File: src/rtl/simon_pkg.sv
// Shared definitions for the SIMON round sequencer: round-count table,
// datapath select-bit positions, FSM state encoding and select decode.
package simon_pkg;

  localparam int SEL_W    = 16;
  localparam int CNT_W    = 7;

  // Bit positions inside select_out
  localparam int SEL_STEP = 0;  // [1:0] micro-step index
  localparam int SEL_IN   = 2;  // load input word
  localparam int SEL_SWAP = 3;  // swap halves at end of round
  localparam int SEL_KEY  = 4;  // capture key
  localparam int SEL_DEC  = 5;  // decrypt direction

  typedef enum logic [2:0] {
    ST_IDLE,
    ST_LOAD,
    ST_STEP1,
    ST_STEP2,
    ST_STEP3,
    ST_DONE
  } state_t;

  // Round count for a legal (word, key) pair; 0 flags an illegal pair.
  function automatic int simon_rounds(input int word, input int key);
    int r;
    r = 0;
    if      (word == 16 && key == 64)  r = 32;
    else if (word == 24 && key == 72)  r = 36;
    else if (word == 24 && key == 96)  r = 36;
    else if (word == 32 && key == 96)  r = 42;
    else if (word == 32 && key == 128) r = 44;
    else if (word == 48 && key == 96)  r = 52;
    else if (word == 48 && key == 144) r = 54;
    else if (word == 64 && key == 128) r = 68;
    else if (word == 64 && key == 192) r = 69;
    else if (word == 64 && key == 256) r = 72;
    return r;
  endfunction

  // Datapath mux selects presented while in state s.
  function automatic logic [SEL_W-1:0] sel_bits(input state_t s, input logic dec);
    logic [SEL_W-1:0] v;
    v = '0;
    case (s)
      ST_LOAD: begin
        v[SEL_IN]  = 1'b1;
        v[SEL_KEY] = 1'b1;
        v[SEL_DEC] = dec;
      end
      ST_STEP1: begin
        v[SEL_STEP+:2] = 2'b00;
        v[SEL_DEC]     = dec;
      end
      ST_STEP2: begin
        v[SEL_STEP+:2] = 2'b01;
        v[SEL_DEC]     = dec;
      end
      ST_STEP3: begin
        v[SEL_STEP+:2] = 2'b10;
        v[SEL_SWAP]    = 1'b1;
        v[SEL_DEC]     = dec;
      end
      default: v = '0;
    endcase
    return v;
  endfunction

endpackage

File: src/rtl/simon_round_counter.sv
// 7-bit loadable up/down round counter with terminal-count compare.
module simon_round_counter
  import simon_pkg::*;
(
  input  logic             clk,
  input  logic             reset,
  input  logic             load,
  input  logic [CNT_W-1:0] load_value,
  input  logic             enable,
  input  logic             down,
  input  logic [CNT_W-1:0] terminal,
  output logic [CNT_W-1:0] count,
  output logic             at_terminal
);

  // Load wins over counting; count moves one step per enabled cycle
  always_ff @(posedge clk) begin
    if (!reset)      count <= '0;
    else if (load)   count <= load_value;
    else if (enable) count <= down ? count - 1'b1 : count + 1'b1;
  end

  assign at_terminal = (count == terminal);

endmodule

File: src/rtl/simon_round_ctrl.sv
// SIMON round sequencer: LOAD then three micro-steps per round, with
// stall support, start/busy/done handshake and key-schedule round index.
module simon_round_ctrl
  import simon_pkg::*;
#(
  parameter int WORD_SIZE = 64,
  parameter int KEY_SIZE  = 128,
  parameter int ROUNDS    = 0
) (
  input  logic             clk,
  input  logic             reset,
  input  logic             start,
  input  logic             mode,
  input  logic             stall,
  output logic [SEL_W-1:0] select_out,
  output logic [CNT_W-1:0] round_idx,
  output logic             busy,
  output logic             done,
  output logic             last_round
);

  localparam int R_DERIVED = simon_rounds(WORD_SIZE, KEY_SIZE);
  localparam int R         = (ROUNDS != 0) ? ROUNDS : R_DERIVED;
  localparam logic [CNT_W-1:0] LAST = CNT_W'(R - 1);

  generate
    if (R < 1 || R > 127) begin : g_bad_rounds
      $error("simon_round_ctrl: illegal WORD_SIZE/KEY_SIZE pair or ROUNDS out of range");
    end
  endgenerate

  state_t           state, state_nxt;
  logic             mode_q, mode_nxt;
  logic             in_step;
  logic             accept;
  logic             cnt_en;
  logic [CNT_W-1:0] count;
  logic             at_term;

  assign accept = (state == ST_IDLE) && start;
  // Final STEP3 exits to DONE without touching the counter, so it never wraps
  assign cnt_en = (state == ST_STEP3) && !stall && !at_term;

  simon_round_counter u_counter (
    .clk         (clk),
    .reset       (reset),
    .load        (accept),
    .load_value  (mode ? LAST : '0),
    .enable      (cnt_en),
    .down        (mode_q),
    .terminal    (mode_q ? '0 : LAST),
    .count       (count),
    .at_terminal (at_term)
  );

  // Next-state and mode capture; stall freezes only LOAD/STEP states
  always_comb begin
    state_nxt = state;
    mode_nxt  = mode_q;
    case (state)
      ST_IDLE:  if (start) begin
                  state_nxt = ST_LOAD;
                  mode_nxt  = mode;
                end
      ST_LOAD:  if (!stall) state_nxt = ST_STEP1;
      ST_STEP1: if (!stall) state_nxt = ST_STEP2;
      ST_STEP2: if (!stall) state_nxt = ST_STEP3;
      ST_STEP3: if (!stall) state_nxt = at_term ? ST_DONE : ST_STEP1;
      ST_DONE:  state_nxt = ST_IDLE;
      default:  state_nxt = ST_IDLE;
    endcase
  end

  // State register with outputs decoded from the next state so they are registered
  always_ff @(posedge clk) begin
    if (!reset) begin
      state      <= ST_IDLE;
      mode_q     <= 1'b0;
      select_out <= '0;
      busy       <= 1'b0;
      done       <= 1'b0;
      in_step    <= 1'b0;
    end else begin
      state      <= state_nxt;
      mode_q     <= mode_nxt;
      select_out <= sel_bits(state_nxt, mode_nxt);
      busy       <= (state_nxt != ST_IDLE);
      done       <= (state_nxt == ST_DONE);
      in_step    <= (state_nxt == ST_STEP1) || (state_nxt == ST_STEP2) ||
                    (state_nxt == ST_STEP3);
    end
  end

  // Round index is only meaningful during steps; held at zero elsewhere
  assign round_idx  = in_step ? count : '0;
  assign last_round = in_step && at_term;

endmodule

File: config.mk
export PLATFORM = sky130hd
export DESIGN_NAME = simon_round_ctrl
export DESIGN_NICKNAME = d
export VERILOG_FILES = /design/src/rtl/simon_pkg.sv /design/src/rtl/simon_round_counter.sv /design/src/rtl/simon_round_ctrl.sv
export SDC_FILE = /design/constraint.sdc
export NUM_CORES = 1
export LEC_CHECK = 0
export BUFFER_PORTS_ARGS = -buffer_cell sky130_fd_sc_hd__buf_2
export CAP_MARGIN = 25
export CORE_ASPECT_RATIO = 0.75
export CORE_MARGIN = 2
export CORE_UTILIZATION = 50
export CTS_CLUSTER_SIZE = 16
export DETAILED_ROUTE_END_ITERATION = 10
export GPL_ROUTABILITY_DRIVEN = 0
export GPL_TIMING_DRIVEN = 0
export PLACE_DENSITY = 0.82
export SETUP_SLACK_MARGIN = 0.3
export SLEW_MARGIN = 15
export SYNTH_ARGS = -nofsm -noshare
export SYNTH_HDL_FRONTEND = slang
export SYNTH_SLANG_ARGS = --single-unit
export TNS_END_PERCENT = 1
File: constraint.sdc
create_clock -name clk -period 5.7 [get_ports clk]
set_input_delay 0.855 -clock clk [delete_from_list [all_inputs] [get_ports clk]]
set_output_delay 0.855 -clock clk [all_outputs]
set_load 0.05 [all_outputs]
# Word level (Yosys, flattened, before mapping)
# Cells that the tools add are included.
[op_classes]
n_addsub = 2
eq_ne = 10
n_mux = 18
reduce_logical = 13
[op_table]
columns = ["op", "count"]
rows = [
  ["$mux W7", 6],
  ["$mux W3", 6],
  ["$pmux W3 S5", 1],
  ["$eq A3 B2 Y1 const B", 4],
  ["$eq A3 B3 Y1 const B", 3],
  ["$add A7 B1 Y7 const B", 1],
  ["$eq A7 B7 Y1", 1],
  ["$sub A7 B1 Y7 const B", 1],
  ["$eq A3 B1 Y1 const B", 2],
  ["$logic_and A1 B1 Y1", 4],
  ["$mux W1", 4],
  ["$pmux W2 S2", 1],
  ["$reduce_or A4 Y1", 1],
  ["$logic_not A3 Y1", 1],
  ["$reduce_bool A3 Y1", 1],
  ["$logic_not A1 Y1", 2],
  ["$logic_or A1 B1 Y1", 2],
  ["$reduce_and A2 Y1", 1],
  ["$reduce_bool A2 Y1", 1],
]
[totals]
regBits = 30
inputBits = 5
output_inout_bits = 26

# Logic depth before layout (Yosys ltp)
# Gate-level depths: netlist of the first run.
[logic_depth]
depth_word = 8
mapped_depth = 7
ltp_nobuf = 7

# Hierarchy
# Synthesis of the first run repeated with hierarchy kept, for this count alone.
[unflattened]
hier_cells = 143
hier_area_um2 = 1241.2
[modules_own_cells]
columns = ["module", "n_inst", "cells_each", "area_per_inst_um2", "seq_area_each_um2"]
rows = [
  ["simon_round_ctrl", 1, 70, 626.9, 240.2],
  ["simon_round_counter", 1, 73, 614.3, 140.1],
]

# Least setup slack after synthesis of the first run
# No wires, ideal clock.
[synth_path]
path_kind = "reg-to-output"
startpoint = "reg mode_q"
endpoint = "out last_round"
arrival_time_ns = 1.406
t_required_ns = 4.845
path_slack_ns = 3.439
stages_incl_launch_ff = 4
n_path_buf = 0
path_cell_list = "dfxtp_1 ha_1 o211a_2 and2_1"
[synth_via]
elab_chain_cells = 3
[synth_rtl]
columns = ["item", "line", "rtl"]
rows = [
  ["from (decl)", "simon_round_ctrl.sv:33", "logic mode_q, mode_nxt;"],
  ["from (signal assigned)", "simon_round_ctrl.sv:85", "mode_q <= mode_nxt;"],
  ["$mux W7", "simon_round_ctrl.sv:51", ".terminal (mode_q ? '0 : LAST),"],
  ["$eq A7 B7 Y1", "simon_round_counter.sv:23", "assign at_terminal = (count == terminal);"],
  ["$logic_and A1 B1 Y1", "simon_round_ctrl.sv:96", "assign last_round = in_step && at_term;"],
  ["to (decl)", "simon_round_ctrl.sv:19", "output logic last_round"],
]
# No other way between the ends.

# Worst setup path in the final report of the first run
# Ends and elaborated chain as after synthesis.

==> results.toml, run 1 <==
[timing]
hold_viol = 0
fin_tns_setup_ps = 0
skew_ps = 6.01
drv_slew = 0
fin_crit_ps = 2670
rsz0062_at_grt = "false"
fmax_mhz = 374
setup_viol = 0
setup_ws_ps = 3030
finalCritPeriodShare = 0.469
hold_ws_ps = 523

[setup_path]
reg2regPathDepth = 7
crit_buf_inv = 1
r2r_slack_ps = 3350
r2r_start = "mode_q$_SDFF_PN0_"
cpPeakStageDelay_ps = 580
cp_cell_sequence = "nor3b_2, o211a_2, and2_1, buf_2"
cp.required_ps = 4850
end_kind = "output port"
arrival_ps = 1820
critPathLaunchType = "flop"
crit_family = "flip-flops"
path_class = "flop to output port"
critical_path.max_fanout = 12
crit_slowest_cell = "dfxtp_1"
rr_endpoint = "u_counter.count[6]$_SDFFE_PN0P_"

[clock_tree]
clkLatencyLatePin_ps = 290
cts_resized = 0
h-tree-depth = 1
clock_path_buffers = 2
cts_buffers = 3
cts_tree = "done"
cts_root_buf = "clkbuf_4"
cts_sinks = 18
holdBufCountCts = 0
cts_setup_buffers = 0
cts.clk_slew.worst_paths_ps = 110

[yosys]
synth_area_per_cell_um2 = 8.52
synth.ff_latch_count = 18
synth_edf_count = 0
synthArstFlopShare = 0
synth_cell_types = 45
synth_top_cell_area_share = 0.304
yosys_warnings = 0
synth_cells = 139
synth_top_area_cell = "dfxtp_1"
synth_ff_type = "dfxtp_1"
ys_seq_area_frac = 0.304
ys_top_cells_by_area = "dfxtp_1 (30%), buf_4 (7.6%), ha_1 (5.3%)"
synthesis.area_um2 = 1180

[routing]
drc = 0
wl_per_cell_um = 12.1
via_count = 1080
wl_mm = 2.49
vias_per_cell = 5.24
firstDrtPassIters = 4
initialDrtViolationCount = 28
antenna_left = 0

[final_layout]
fill_cells = 205
diodes = 0
drive_gt1_frac = 0.267
mostFrequentLayoutCell = "buf_2"
final_util = 0.615
area_growth_pct = 18.0
num-nets-final = 184
design_area_um2 = 1400
final_cell_mix = "buf_2 (21), dfxtp_1 (18), buf_4 (12), conb_1 (10), nand3_1 (9)"
fin_cells = 206

[grt]
grt-ovfl-total = 0
grt_busiest_layer = "met2"
grt_pass1_vias = 850
grt_pass1_wl_mm = 3.84
grtUsageMet2 = 0.296
grt_use_met3 = 0.0365
grt_usage = 0.190
antenna_found_initial = 0
grt.met1_usage = 0.272
grt_max_degree = 13

[floorplanning]
floorplan.rows = 15
io_pins = 31
initial_utilization = 0.521
die_y_um = 46.1
die_x_um = 60.2
core-area_um2 = 2270
die_area_um2 = 2780

[power]
p_per_area_nw_per_um2 = 219
p_leak_nw = 0.699
ir_drop_mv = 0.0966
finalPower_mw = 0.305

[hold_path]
holdPathEnd = "u_counter.count[1]$_SDFFE_PN0P_"
hp-start = "u_counter.count[1]$_SDFFE_PN0P_"
hold_path.class = "flop to flop"
min_path_cells = 2

[placed_design]
port_buffers = 20
placed_cell_area_um2 = 1360
place_hpwl_mm = 1.94
dpl_worst_slack_ps = 3340
place_inst = 202

[outcome]
status = "finished, final reports clean"

[flow_run]
drv_cap = 0
## Yosys cell counts, types with 5 or more instances
cell,n
dfxtp_1,18
a21oi_1,8
ha_1,5
buf_4,12
o21ai_0,6
nand3_1,9
nor2_1,6
inv_1,8
and2_1,8
nand2b_1,5
## per-layer routing
metal / wire length, um / share of wire
met1: 1180 / 0.47
met2: 1130 / 0.45
met3: 161 / 0.065
met4: 23 / 0.0092
met5: 0 / 0
## final cells by class
class / instances / area [um^2] / share of cell area
clock buffer: 4 / 36.3 / 0.0260
timing repair buffer: 20 / 100 / 0.0717
tap: 34 / 42.5 / 0.0305
multi-input combinational: 108 / 721 / 0.516
inverter: 8 / 30.0 / 0.0215
sequential: 18 / 360 / 0.258
buffer: 14 / 106 / 0.0762
## tightest hold or removal path, stage by stage (launching register included)
cell     delay, ps
dfxtp_1        350
nand3_1         70
a21oi_1         60
## cells by family after synthesis
logic type	synth area share
multiplexers	0.00846
other	0.00317
adder cells (fa/ha/maj)	0.0698
AND/OR/NAND/NOR	0.279
XOR/XNOR	0.00740
AO/OA/AOI/OAI	0.212
flip-flops	0.304
buffers and inverters	0.115
## flip-flops by register name, indices dropped and copies added, names as in the netlist
register,cells
busy,1
mode_q,1
select_out,4
state,3
done,1
in_step,1
u_counter.count,7
## how the worst max path moves through the flow
stage | startpoint | to | slack, ps | cells after the start
floorplan | mode_q$_SDFF_PN0_ | last_round | 3440 | 3
global placement | mode_q$_SDFF_PN0_ | last_round | 3380 | 4
detailed placement | mode_q$_SDFF_PN0_ | last_round | 3340 | 4
CTS | mode_q$_SDFF_PN0_ | last_round | 3010 | 4
global route | mode_q$_SDFF_PN0_ | last_round | 2870 | 4
finish | mode_q$_SDFF_PN0_ | last_round | 3030 | 4
## where the power goes
part           total (mW)  internal, mW  switching (mW)
sequential          0.141         0.133         0.00825
clock              0.0793        0.0389          0.0404
combinational      0.0846        0.0275          0.0572
Power figures use the tool's default switching activity.
==> inputs of run 2 (changes only) <==
--- a/config.mk
+++ b/config.mk
@@ -5,6 +5,7 @@
 export SDC_FILE = /design/constraint.sdc
 export NUM_CORES = 1
 export LEC_CHECK = 0
+export ABC_AREA = 1
 export BUFFER_PORTS_ARGS = -buffer_cell sky130_fd_sc_hd__buf_2
 export CAP_MARGIN = 25
 export CORE_ASPECT_RATIO = 0.75
==> constraint.sdc (replaced) <==
create_clock -name clk -period 2.7 [get_ports clk]
set_input_delay 0.405 -clock clk [delete_from_list [all_inputs] [get_ports clk]]
set_output_delay 0.405 -clock clk [all_outputs]
set_load 0.05 [all_outputs]
==> results.toml, run 2 <==
[yosys]
synth_top_family_by_area = "simple AND/OR/NAND/NOR gates"
synth_xor_area_frac = 0.0440
synthArstFlopShare = 0
synth.most_common_cell = "nand2_1"
synth_top_cell_area_share = 0.302
synth_cell_types = 31
synth-simple-area-share = 0.318
yosys_warnings = 0
synth_area_per_cell_um2 = 7.23
ys_seq_area_frac = 0.302
muxShareOfSynthArea = 0
ys_top_cells_by_area = "dfxtp_1 (30%), nand2_1 (11%), buf_4 (7.5%)"
synth_top_area_cell = "dfxtp_1"
synth_ff_type = "dfxtp_1"
synth_edf_count = 0
synth_cells = 165
synthAdderAreaFrac = 0.0692
synth_common_cells = "nand2_1 (34), inv_1 (23), dfxtp_1 (18), nor2_1 (14), buf_4 (12)"
synthesis.area_um2 = 1190
synth.ff_latch_count = 18
synth-compound-area-share = 0.0891

[floorplanning]
io_pins = 31
die_x_um = 60.4
die_y_um = 46.3
initial_utilization = 0.521
core-area_um2 = 2290
die_area_um2 = 2800
floorplan.rows = 15

[final_layout]
area_growth_pct = 17.8
largest_reg_flops = 7
fill_cells = 212
num-nets-final = 210
mostFrequentLayoutCell = "nand2_1"
regMostFlops = "u_counter.count"
diodes = 0
drive_gt1_frac = 0.308
fin_cells = 232
final_cell_mix = "nand2_1 (34), inv_1 (23), buf_2 (20), dfxtp_1 (18), nor2_1 (14)"
largestRegisters = "u_counter.count x7, select_out x4, state x3"

[routing]
vias_per_cell = 4.50
antenna_left = 0
drc = 0
initialDrtViolationCount = 29
via_count = 1043
firstDrtPassIters = 4
wl_mm = 2.26
wl_per_cell_um = 9.75

[timing]
fin_crit_ps = 2190
fmax_mhz = 456
hold_viol = 0
rsz0062_at_grt = "false"
setup_ws_ps = 507
setup_viol = 0
fin_tns_setup_ps = 0
skew_ps = 4.99
drv_slew = 0
finalCritPeriodShare = 0.812

[clock_tree]
clock_path_buffers = 2
h-tree-depth = 1
cts_setup_buffers = 0
cts_resized = 0
holdBufCountCts = 0
cts_buffers = 3
cts.clk_slew.worst_paths_ps = 110
cts_tree = "done"
cts_sinks = 18
cts_root_buf = "clkbuf_4"
clkLatencyLatePin_ps = 310

[setup_path]
crit_slowest_cell = "dfxtp_1"
crit_family = "flip-flops"
end_kind = "output port"
path_class = "flop to output port"
arrival_ps = 1790
crit_buf_inv = 1
critical_path.max_fanout = 9
reg2regPathDepth = 8
cpPeakStageDelay_ps = 440
crit_top_cell = "nor2_1"
cp.required_ps = 2300
r2r_start = "mode_q$_SDFF_PN0_"
rr_endpoint = "u_counter.count[6]$_SDFFE_PN0P_"
r2r_slack_ps = 840
cp_cell_sequence = "ha_1, nand2_1, nor2_1, nand2_2, nor2_1, buf_2"
critPathLaunchType = "flop"

[hold_path]
min_path_cells = 2
hold_path.class = "input port to flop"
holdPathEnd = "u_counter.count[4]$_SDFFE_PN0P_"
hp-start = "reset"

[power]
ir_drop_mv = 0.302
p_per_area_nw_per_um2 = 484
p_leak_nw = 0.831

[outcome]
status = "finished, final reports clean"

[placed_design]
dpl_worst_slack_ps = 863
place_inst = 228
port_buffers = 20
place_hpwl_mm = 1.83

[grt]
grt-ovfl-total = 0
grt_pass1_vias = 808
grt_pass1_wl_mm = 3.68
antenna_found_initial = 0
grt_max_degree = 11
grt_usage = 0.183

[flow_run]
drv_cap = 0
-- run 2: cell count changes in the layout (fill, tap and decap cells not counted), moves of 4 or more --
cell | previous run | this run
and2_1 | 8 | 0
xor2_1 | 0 | 5
nand3_1 | 9 | 5
nor2_1 | 6 | 14
nand2b_1 | 5 | 0
nand2_2 | 0 | 10
nand2_1 | 3 | 34
inv_2 | 0 | 5
o21ai_0 | 6 | 1
inv_1 | 8 | 23
-- run 2: kinds of logic (layout without fill, tap and decap cells) --
logic type	after synthesis	count (layout)
simple gates	74	74
buf+inv	43	67
flops	18	18
compound gates	17	17
fa+ha+maj	6	6
xor+xnor	6	6
other cells	1	10
-- run 2: worst max path at each step --
stage                      start         end  cells past startpoint
2_1_floorplan  mode_q$_SDFF_PN0_  last_round                      5
3_3_place_gp   mode_q$_SDFF_PN0_  last_round                      6
3_5_place_dp   mode_q$_SDFF_PN0_  last_round                      6
4_1_cts        mode_q$_SDFF_PN0_  last_round                      6
5_1_grt        mode_q$_SDFF_PN0_  last_round                      6
6_report       mode_q$_SDFF_PN0_  last_round                      6
-- run 2: stage by stage --
step	cell area, um^2	utilization	power [mW]	hold slack (ps)
6_report	1410	0.614	0.681	403
5_1_grt	1410	0.614	0.719	388
4_1_cts	1410	0.614	0.686	399
2_1_floorplan	1230	-	0.478	468
3_5_place_dp	1370	0.598	0.512	508
3_3_place_gp	1370	0.598	0.509	497
-- run 2: area by class of cell --
type | instances | area, um^2 | area share
Sequential cell | 18 | 360 | 0.256
Buffer | 13 | 93.8 | 0.0667
Tap cell | 34 | 42.5 | 0.0302
Clock buffer | 4 | 36.3 | 0.0258
Timing Repair Buffer | 20 | 100 | 0.0712
Inverter | 30 | 115 | 0.0819
Multi-Input combinational cell | 113 | 658 | 0.468
-- run 2: worst reg2reg max path: cells and delay by family, from the launching register on --
kind / cells / cell delay, ps
flops: 1 / 560
simple gates: 3 / 250
xor+xnor: 1 / 150
compound gates: 1 / 130
fa+ha+maj: 1 / 470
buf+inv: 2 / 240
-- run 2: metal layers --
metal / wire length [um] / part of all wire / global-route usage / up-vias
met1: 1160 / 0.51 / 0.271 / 451
met3: 174 / 0.077 / 0.0590 / 4
met4: 25 / 0.011 / 0.0522 / 0
met2: 905 / 0.40 / 0.250 / 33
met5: 0 / 0 / 0 / -
li1: - / - / - / 555
-- run 2: power by group --
group	switching [mW]	total, mW	internal [mW]
sequential	0.0139	0.295	0.282
combinational	0.149	0.212	0.0623
clock	0.0912	0.174	0.0824
